--- src/rtl/row_loader_if.sv ---
// row_loader_if: FIFO pop side, row-register-file write side and frame control of row_loader.
// stallCnt is present only when ROW_LOADER_PERF_EN is defined.
interface row_loader_if #(
    parameter int DATA_W    = 64,
    parameter int ROW_WORDS = 4,
    parameter int CNT_W     = 8
);
    localparam int AW = $clog2(ROW_WORDS);
    logic              start;
    logic [CNT_W-1:0]  numRows;
    logic              fifoEmpty;
    logic [DATA_W-1:0] fifoRdata;
    logic              fifoRen;
    logic              writeEn;
    logic [AW-1:0]     writeAddr;
    logic [DATA_W-1:0] writeData;
    logic              fullRow;
    logic              busy;
    logic              done;
`ifdef ROW_LOADER_PERF_EN
    logic [15:0]       stallCnt;
    modport master (output start, numRows, fifoEmpty, fifoRdata,
                    input fifoRen, writeEn, writeAddr, writeData, fullRow, busy, done, stallCnt);
    modport slave (input start, numRows, fifoEmpty, fifoRdata,
                   output fifoRen, writeEn, writeAddr, writeData, fullRow, busy, done, stallCnt);
`else
    modport master (output start, numRows, fifoEmpty, fifoRdata,
                    input fifoRen, writeEn, writeAddr, writeData, fullRow, busy, done);
    modport slave (input start, numRows, fifoEmpty, fifoRdata,
                   output fifoRen, writeEn, writeAddr, writeData, fullRow, busy, done);
`endif
endinterface

--- src/rtl/row_loader.sv ---
// row_loader: pops FIFO words into one register-file row at a time, pulses fullRow, then drains.
// ROW_LOADER_PERF_EN adds a saturating FIFO-stall counter (stallCnt).
module row_loader #(
    parameter int DATA_W       = 64,
    parameter int ROW_WORDS    = 4,
    parameter int CNT_W        = 8,
    parameter int DRAIN_CYCLES = 4
) (
    input logic         clk,
    input logic         rst,
    row_loader_if.slave bus
);
    localparam int AW  = $clog2(ROW_WORDS);
    localparam int DCW = $clog2(DRAIN_CYCLES);
    localparam logic [1:0] IDLE = 2'd0, LOAD = 2'd1, FULL = 2'd2, DRAIN = 2'd3;

    logic [1:0]        state_q, state_d;
    logic [AW-1:0]     word_q, word_d, waddr_q, waddr_d;
    logic [CNT_W-1:0]  row_q, row_d, num_q, num_d;
    logic [DCW-1:0]    drain_q, drain_d;
    logic [DATA_W-1:0] wdata_q, wdata_d;
    logic              wen_q, full_q, busy_q, busy_d, done_q, done_d;
    logic              pop, accept, drain_end, frame_end;

    always_comb begin
        pop       = state_q == LOAD && !bus.fifoEmpty;
        accept    = state_q == IDLE && bus.start;
        drain_end = state_q == DRAIN && drain_q == DCW'(DRAIN_CYCLES - 1);
        frame_end = drain_end && row_q == num_q;
        state_d   = accept ? (bus.numRows == '0 ? IDLE : LOAD)
                  : pop && word_q == AW'(ROW_WORDS - 1) ? FULL
                  : state_q == FULL ? DRAIN
                  : drain_end ? (frame_end ? IDLE : LOAD)
                  : state_q;
        word_d    = accept ? '0 : pop ? word_q + 1'b1 : word_q;
        row_d     = accept ? '0 : state_q == FULL ? row_q + 1'b1 : row_q;
        num_d     = accept ? bus.numRows : num_q;
        drain_d   = state_q == DRAIN && !drain_end ? drain_q + 1'b1 : '0;
        waddr_d   = pop ? word_q : waddr_q;
        wdata_d   = pop ? bus.fifoRdata : wdata_q;
        busy_d    = accept ? bus.numRows != '0 : frame_end ? 1'b0 : busy_q;
        done_d    = (accept && bus.numRows == '0) || frame_end;
    end

    always_ff @(posedge clk or posedge rst) begin
        if (rst) begin
            state_q <= IDLE;
            word_q  <= '0;
            row_q   <= '0;
            num_q   <= '0;
            drain_q <= '0;
            waddr_q <= '0;
            wdata_q <= '0;
            wen_q   <= 1'b0;
            full_q  <= 1'b0;
            busy_q  <= 1'b0;
            done_q  <= 1'b0;
        end else begin
            state_q <= state_d;
            word_q  <= word_d;
            row_q   <= row_d;
            num_q   <= num_d;
            drain_q <= drain_d;
            waddr_q <= waddr_d;
            wdata_q <= wdata_d;
            wen_q   <= pop;
            full_q  <= state_q == FULL;
            busy_q  <= busy_d;
            done_q  <= done_d;
        end
    end

    assign bus.fifoRen   = pop;
    assign bus.writeEn   = wen_q;
    assign bus.writeAddr = waddr_q;
    assign bus.writeData = wdata_q;
    assign bus.fullRow   = full_q;
    assign bus.busy      = busy_q;
    assign bus.done      = done_q;

`ifdef ROW_LOADER_PERF_EN
    logic [15:0] stall_q, stall_d;

    always_comb
        stall_d = accept ? '0 : state_q == LOAD && bus.fifoEmpty && stall_q != 16'hFFFF ? stall_q + 1'b1 : stall_q;

    always_ff @(posedge clk or posedge rst) begin
        if (rst) stall_q <= '0;
        else     stall_q <= stall_d;
    end

    assign bus.stallCnt = stall_q;
`endif
endmodule
--- src/flat_wrapper.sv ---
// flat-port wrapper written by rule: the top's interface ports become plain ports
module row_loader_flat 
#(
    parameter int DATA_W       = 64,
    parameter int ROW_WORDS    = 4,
    parameter int CNT_W        = 8,
    parameter int DRAIN_CYCLES = 4
)
  (clk, rst, bus_start, bus_numRows, bus_fifoEmpty, bus_fifoRdata, bus_fifoRen, bus_writeEn, bus_writeAddr, bus_writeData, bus_fullRow, bus_busy, bus_done);
  row_loader_if #(.DATA_W(DATA_W), .ROW_WORDS(ROW_WORDS), .CNT_W(CNT_W)) bus_i ();
  input logic clk;
  input logic rst;
  input wire logic [$bits(bus_i.start)-1:0] bus_start;
  input wire logic [$bits(bus_i.numRows)-1:0] bus_numRows;
  input wire logic [$bits(bus_i.fifoEmpty)-1:0] bus_fifoEmpty;
  input wire logic [$bits(bus_i.fifoRdata)-1:0] bus_fifoRdata;
  output wire logic [$bits(bus_i.fifoRen)-1:0] bus_fifoRen;
  output wire logic [$bits(bus_i.writeEn)-1:0] bus_writeEn;
  output wire logic [$bits(bus_i.writeAddr)-1:0] bus_writeAddr;
  output wire logic [$bits(bus_i.writeData)-1:0] bus_writeData;
  output wire logic [$bits(bus_i.fullRow)-1:0] bus_fullRow;
  output wire logic [$bits(bus_i.busy)-1:0] bus_busy;
  output wire logic [$bits(bus_i.done)-1:0] bus_done;
  assign bus_i.start = bus_start;
  assign bus_i.numRows = bus_numRows;
  assign bus_i.fifoEmpty = bus_fifoEmpty;
  assign bus_i.fifoRdata = bus_fifoRdata;
  assign bus_fifoRen = bus_i.fifoRen;
  assign bus_writeEn = bus_i.writeEn;
  assign bus_writeAddr = bus_i.writeAddr;
  assign bus_writeData = bus_i.writeData;
  assign bus_fullRow = bus_i.fullRow;
  assign bus_busy = bus_i.busy;
  assign bus_done = bus_i.done;
  row_loader #(.DATA_W(DATA_W), .ROW_WORDS(ROW_WORDS), .CNT_W(CNT_W), .DRAIN_CYCLES(DRAIN_CYCLES)) u_core (.clk(clk), .rst(rst), .bus(bus_i));
endmodule
--- config.mk ---
export PLATFORM = sky130hd
export DESIGN_NAME = row_loader_flat
export DESIGN_NICKNAME = d
export VERILOG_FILES = /design/src/rtl/row_loader_if.sv /design/src/rtl/row_loader.sv /design/src/flat_wrapper.sv
export SDC_FILE = /design/constraint.sdc
export NUM_CORES = 1
export LEC_CHECK = 0
export CAP_MARGIN = 10
export CORE_MARGIN = 2
export CORE_UTILIZATION = 43
export CTS_CLUSTER_SIZE = 24
export DETAILED_ROUTE_END_ITERATION = 6
export PLACE_DENSITY_LB_ADDON = 0.08
export SETUP_SLACK_MARGIN = 0.3
export SLEW_MARGIN = 20
export SYNTH_ARGS = -nofsm -noshare
export SYNTH_HDL_FRONTEND = slang
export SYNTH_SLANG_ARGS = --single-unit
--- constraint.sdc ---
create_clock -name clk -period 3.7 [get_ports clk]
set_input_delay 0.74 -clock clk [delete_from_list [all_inputs] [get_ports clk]]
set_output_delay 0.74 -clock clk [all_outputs]
set_load 0.02 [all_outputs]
==> results.sh, run 1 <==
export IMPL_outcome="complete, no violations"
export IMPL_cts_resized=0
export IMPL_mostFrequentLayoutCells="clkdlybuf4s50_1, dfrtp_1, mux2_2, nand2_1, o21ai_0"
export IMPL_grt_usage_pct=18.1
export IMPL_core_area_mm2=0.00822
export IMPL_layout_cells_non_filler=523
export IMPL_area_growth_pct=49.5
export IMPL_num_rows=33
export IMPL_vias=2525
export IMPL_drv_slew=0
export IMPL_worst_pin_slew_ns=0.867
export IMPL_die_h_um=96.1
export IMPL_cp_max_fo=3
export IMPL_io_pins=147
export IMPL_layout_commonest_cell="clkdlybuf4s50_1"
export IMPL_syn_mean_instance_area_um2=13.8
export IMPL_ant_nets=0
export IMPL_end_kind="output port"
export IMPL_worst_setup_path_type="primary input to output port"
export IMPL_hold_path_class="flop to flop"
export IMPL_irDropWorstVdd_mv=0.400
export IMPL_postSynthCellCount=264
export IMPL_place_gp_congestion=0.792
export IMPL_cp_required_ns=2.96
export IMPL_die_x_um=96.1
export IMPL_drtIter0Drc=102
export IMPL_cellLeakagePower_nw=2.32
export IMPL_top_layer_used="met4"
export IMPL_layout_area_seq_mm2=0.00230
export IMPL_nets=492
export IMPL_power_per_cell_area_mw_per_mm2=870
export IMPL_syn_nets=343
export IMPL_finalHoldViolCount=0
export IMPL_maxSlewHeadroom_pct=42.2
export IMPL_antenna_found_initial=0
export IMPL_fin_crit_sh_pct=76.7
export IMPL_ys_seq_area_share_pct=63.1
export IMPL_max_freq_mhz=353
export IMPL_met3_length_um=712
export IMPL_grt_pass1_vias=2542
export IMPL_fin_setup_tns_ns=0
export IMPL_fillers=637
export IMPL_clk_latency_ns=0.35
export IMPL_hpwl_um=5840
export IMPL_drive_gt1_share_pct=19.4
export IMPL_numCtsBuffers=9
export IMPL_drc_errors=0
export IMPL_cts_tree="built"
export IMPL_numPortBuffers=146
export IMPL_cp_start_kind="primary input"
export IMPL_avgViaCountPerCell=4.83
export IMPL_route_final_wire_length_um=8110
export IMPL_power_total_w=0.00474
export IMPL_postPlaceCellArea_mm2=0.00522
export IMPL_start_util_pct=44.4
export IMPL_cts_max_path_buffers=2
export IMPL_hold_buffers=0
export IMPL_yosysUniqueCellTypes=29
export IMPL_path_clk_slew_ns=0.08
export IMPL_cts_root_buf="clkbuf_8"
export IMPL_fin_util_pct=66.4
export IMPL_multiInputGateArea_mm2=0.00127
export IMPL_wirelength_met1_um=3420
export IMPL_synth_seq_cells=92
export IMPL_setup_violations=0
export IMPL_overflow=0
export IMPL_grt_max_degree=70
export IMPL_synth_area_mm2=0.00365
export IMPL_wire_per_inst_um=15.5
export IMPL_grt_pass1_wl_um=12800
export IMPL_dr_pass1_iters=4
export IMPL_cts_setup_buffers=0
export IMPL_yosysWarnings=0
export IMPL_maxCapViolCount=0
export IMPL_wl_met2_um=3920
export IMPL_fin_skew_ns=0.0100
export IMPL_num_antenna_cells=0
export IMPL_numClockSinks=92
export IMPL_rsz0062_at_grt="no"
export IMPL_dp_cells=507
export IMPL_cp_arrival_ns=2.10
export IMPL_die_area_mm2=0.00923
export IMPL_htreeDepth=3
export IMPL_stdcell_area_mm2=0.00545
export IMPL_period_needed_ns=2.84
[worst max-delay path, cell delays in order]
cell,delay (ns)
clkdlybuf4s50_1,0.48
nor3b_4,0.21
clkdlybuf4s50_1,0.67
[worst paths after layout]
path | to | depth (start not counted) | slack (ns) | start
worst min register to register | u_core.drain_q[0]$_DFF_PP0_ | 1 | 0.45 | u_core.drain_q[0]$_DFF_PP0_
worst min-delay path | u_core.drain_q[0]$_DFF_PP0_ | 1 | 0.45 | u_core.drain_q[0]$_DFF_PP0_
max in group asynchronous | u_core.word_q[0]$_DFFE_PP0P_ | 3 | 2.16 | rst
worst max register to register | u_core.bus.writeData[30]$_DFFE_PP0P_ | 3 | 1.68 | u_core.state_q[1]$_DFFE_PP0P_
worst max-delay path | bus_fifoRen | 3 | 0.86 | bus_fifoEmpty
min in group asynchronous | u_core.bus.writeData[25]$_DFFE_PP0P_ | 2 | 0.82 | rst
[area by class of cell]
class	count	share of cell area, %
clock inverters	6	2.04
repair buffers	149	27.4
inverters	3	0.229
clock buffers	10	2.34
well taps	105	2.41
multi-input cells	158	23.3
flip-flops and latches	92	42.2
[power by group]
part           internal [W]  leakage (nW)  switching [W]
clock network      0.000451         0.117       0.000354
logic               0.00118          1.10       0.000996
registers           0.00148          1.10       0.000281
total               0.00311          2.32        0.00163
[synth_stat cells]
| cell type | count | area share, % |
|---|---|---|
| a21oi_1 | 2 | 0.27 |
| a221o_1 | 1 | 0.27 |
| a31o_2 | 1 | 0.24 |
| a31oi_1 | 3 | 0.51 |
| and3_1 | 3 | 0.51 |
| and4_1 | 1 | 0.24 |
| buf_2 | 7 | 0.96 |
| buf_4 | 1 | 0.21 |
| buf_6 | 1 | 0.31 |
| clkbuf_1 | 2 | 0.21 |
| clkinv_1 | 1 | 0.10 |
| dfrtp_1 | 92 | 63 |
| ha_1 | 3 | 1.0 |
| inv_1 | 2 | 0.21 |
| mux2_1 | 7 | 2.2 |
| mux2_2 | 59 | 18 |
| mux2i_1 | 2 | 0.55 |
| nand2_1 | 35 | 3.6 |
| nand2b_2 | 1 | 0.24 |
| nand3_1 | 2 | 0.27 |
| nand4_1 | 2 | 0.34 |
| nor2_1 | 7 | 0.72 |
| nor3_1 | 2 | 0.27 |
| nor3b_1 | 3 | 0.62 |
| nor3b_4 | 1 | 0.51 |
| nor4_1 | 3 | 0.51 |
| o21ai_0 | 10 | 1.4 |
| xnor2_1 | 2 | 0.48 |
| xor2_1 | 8 | 1.9 |
[state kept, by name (all words and copies together), names as in the netlist]
signal	flops
u_core.bus.done	1
u_core.bus.writeAddr	2
u_core.bus.busy	1
u_core.bus.writeEn	1
u_core.bus.writeData	64
u_core.num_q	8
u_core.bus.fullRow	1
u_core.word_q	2
u_core.row_q	8
u_core.state_q	2
u_core.drain_q	2
[metrics by stage]
step | hold WS (ns) | setup WS (ns)
finish | 0.449 | 0.863
global route | 0.478 | 0.812
CTS | 0.450 | 0.843
detailed placement | 0.438 | 0.845
global placement | 0.429 | 0.858
floorplan | 0.415 | 0.568
[metal layers]
layer | up-vias | GRT usage (%)
li1 | 1216 | -
met1 | 1211 | 23.7
met2 | 92 | 29.1
met3 | 6 | 4.62
met4 | 0 | 6.55
met5 | - | 0
[logic make-up after synthesis]
family	Yosys count	share of synthesized area, %
and+or+nand+nor	60	7.86
AOI/OAI and AO/OA	17	2.68
adders and majority gates	3	1.03
muxes	68	20.9
buffers and inverters	14	1.99
xor gates and xnor gates	10	2.40
DFF	92	63.1
No activity file was read; power rests on OpenSTA's default activity.
==> inputs of run 2 (changes only) <==
==> constraint.sdc (replaced) <==
create_clock -name clk -period 3 [get_ports clk]
set_input_delay 0.6 -clock clk [delete_from_list [all_inputs] [get_ports clk]]
set_output_delay 0.6 -clock clk [all_outputs]
set_load 0.02 [all_outputs]
==> results.sh, run 2 (synthesized netlist as in run 1, its figures left out) <==
export IMPL_outcome="complete, no violations"
export IMPL_worstReg2RegStart="u_core.state_q[1]$_DFFE_PP0P_"
export IMPL_overflow=0
export IMPL_mostFrequentLayoutCells="clkdlybuf4s50_1, dfrtp_1, mux2_2, nand2_1, o21ai_0"
export IMPL_min_from="u_core.drain_q[0]$_DFF_PP0_"
export IMPL_hpwl_um=5930
export IMPL_cts_max_path_buffers=2
export IMPL_cp_start_kind="primary input"
export IMPL_numClockSinks=92
export IMPL_path_clk_slew_ns=0.08
export IMPL_r2r_cells=3
export IMPL_wire_per_inst_um=15.3
export IMPL_setup_violations=0
export IMPL_end_kind="output port"
export IMPL_switching_share_pct=34.3
export IMPL_dr_pass1_iters=4
export IMPL_dp_cells=509
export IMPL_start_util_pct=44.4
export IMPL_cts_root_buf="clkbuf_8"
export IMPL_cts_setup_buffers=0
export IMPL_drv_slew=0
export IMPL_cp_arrival_ns=1.96
export IMPL_grt_pass1_vias=2494
export IMPL_rrSetupSlack_ns=0.98
export IMPL_min_to="u_core.drain_q[0]$_DFF_PP0_"
export IMPL_slowest_stage="clkdlybuf4s50_1"
export IMPL_dp_worst_setup_slack_ns=0.400
export IMPL_htreeDepth=3
export IMPL_power_per_cell_area_mw_per_mm2=1070
export IMPL_nets=494
export IMPL_grt_usage_pct=17.9
export IMPL_die_h_um=96.1
export IMPL_layout_cells_non_filler=525
export IMPL_die_area_mm2=0.00923
export IMPL_cp_max_fo=3
export IMPL_fin_skew_ns=0.0114
export IMPL_numPortBuffers=146
export IMPL_cellLeakagePower_nw=2.33
export IMPL_fillers=649
export IMPL_worst_setup_path_type="primary input to output port"
export IMPL_worst_path_most_repeated_cell="clkdlybuf4s50_1"
export IMPL_fin_setup_tns_ns=0
export IMPL_drive_gt1_share_pct=19.8
export IMPL_num_rows=33
export IMPL_numCtsBuffers=9
export IMPL_place_gp_congestion=0.767
export IMPL_cts_tree="built"
export IMPL_largest_reg_flops=64
export IMPL_die_x_um=96.1
export IMPL_antenna_found_initial=0
export IMPL_layout_commonest_cell="clkdlybuf4s50_1"
export IMPL_grt_max_degree=70
export IMPL_p_int_w=0.00384
export IMPL_vias=2552
export IMPL_num_antenna_cells=0
export IMPL_period_needed_ns=2.56
export IMPL_drc_errors=0
export IMPL_irDropWorstVdd_mv=0.507
export IMPL_worst_slack_ns=0.438
export IMPL_io_pins=147
export IMPL_worst_pin_slew_ns=0.871
export IMPL_cts_resized=0
export IMPL_slowest_delay_ns=0.68
export IMPL_drtIter0Drc=58
export IMPL_avgViaCountPerCell=4.86
export IMPL_postPlaceCellArea_mm2=0.00523
export IMPL_rsz0062_at_grt="no"
export IMPL_hold_path_depth=1
export IMPL_power_total_w=0.00585
export IMPL_pwr_share_seq_pct=37.1
export IMPL_area_growth_pct=50.0
export IMPL_hold_path_class="flop to flop"
export IMPL_core_area_mm2=0.00822
export IMPL_hold_buffers=0
export IMPL_finalHoldViolCount=0
export IMPL_maxSlewHeadroom_pct=41.9
export IMPL_ant_nets=0
export IMPL_clk_latency_ns=0.35
export IMPL_path_cells="clkdlybuf4s50_1 -> nor3b_4 -> clkdlybuf4s50_1"
export IMPL_max_freq_mhz=390
export IMPL_stdcell_area_mm2=0.00547
export IMPL_grt_pass1_wl_um=12500
export IMPL_combPwrFrac_pct=45.9
export IMPL_maxCapViolCount=0
export IMPL_cp_required_ns=2.40
export IMPL_route_final_wire_length_um=8020
export IMPL_fin_crit_sh_pct=85.4
export IMPL_pwr_share_clk_pct=16.9
export IMPL_p_switching_w=0.00201
export IMPL_r2r_end="u_core.bus.writeData[2]$_DFFE_PP0P_"
run 2: cell types whose count changed in the layout (fill, tap and decap cells not counted), sizes merged:
cell / previous run / this run
buf: 3 / 5
clkinv: 3 / 2
clkinvlp: 1 / 2
run 2: worst max-delay path, delay by kind of cell:
kind          cells  cell delay (ns)
simple gates      1             0.20
buf+inv           2             1.16
run 2: how the worst max path moves through the flow:
stage | from | to | cells past startpoint
finish | bus_fifoEmpty | bus_fifoRen | 3
global route | bus_fifoEmpty | bus_fifoRen | 3
floorplan | bus_fifoEmpty | bus_fifoRen | 3
CTS | bus_fifoEmpty | bus_fifoRen | 3
global placement | bus_fifoEmpty | u_core.bus.writeData[29]$_DFFE_PP0P_ | 4
detailed placement | bus_fifoEmpty | u_core.bus.writeData[23]$_DFFE_PP0P_ | 4
run 2: area by class of cell:
cell class                 instances  area [um^2]  area share (%)
sequential                        92         2300            42.1
inverter                           3         15.0           0.274
tap                              105          131            2.40
multi-input combinational        158         1270            23.3
clock inverter                     6          111            2.04
timing repair buffer             151         1510            27.6
clock buffer                      10          128            2.33
run 2: metrics by stage:
step / utilization (%) / hold WS, ns
floorplan: - / 0.415
global placement: 63.7 / 0.428
detailed placement: 63.7 / 0.434
CTS: 66.6 / 0.445
global route: 66.6 / 0.450
finish: 66.6 / 0.443
run 2: power groups by stage:
stage               logic [W]  clock network, W  registers (W)
CTS                   0.00273           0.00101        0.00218
floorplan            0.000913                 0        0.00274
detailed placement    0.00273                 0        0.00221
finish                0.00269          0.000990        0.00217
global route          0.00289           0.00108        0.00226
global placement      0.00268                 0        0.00218
run 2: per-layer routing:
| metal | vias to the layer above | GRT usage, % | wire [um] |
|---|---|---|---|
| met5 | - | 0 | 0 |
| met3 | 11 | 5.79 | 751 |
| met2 | 91 | 28.4 | 3730 |
| li1 | 1217 | - | - |
| met4 | 0 | 6.19 | 133 |
| met1 | 1233 | 23.2 | 3410 |
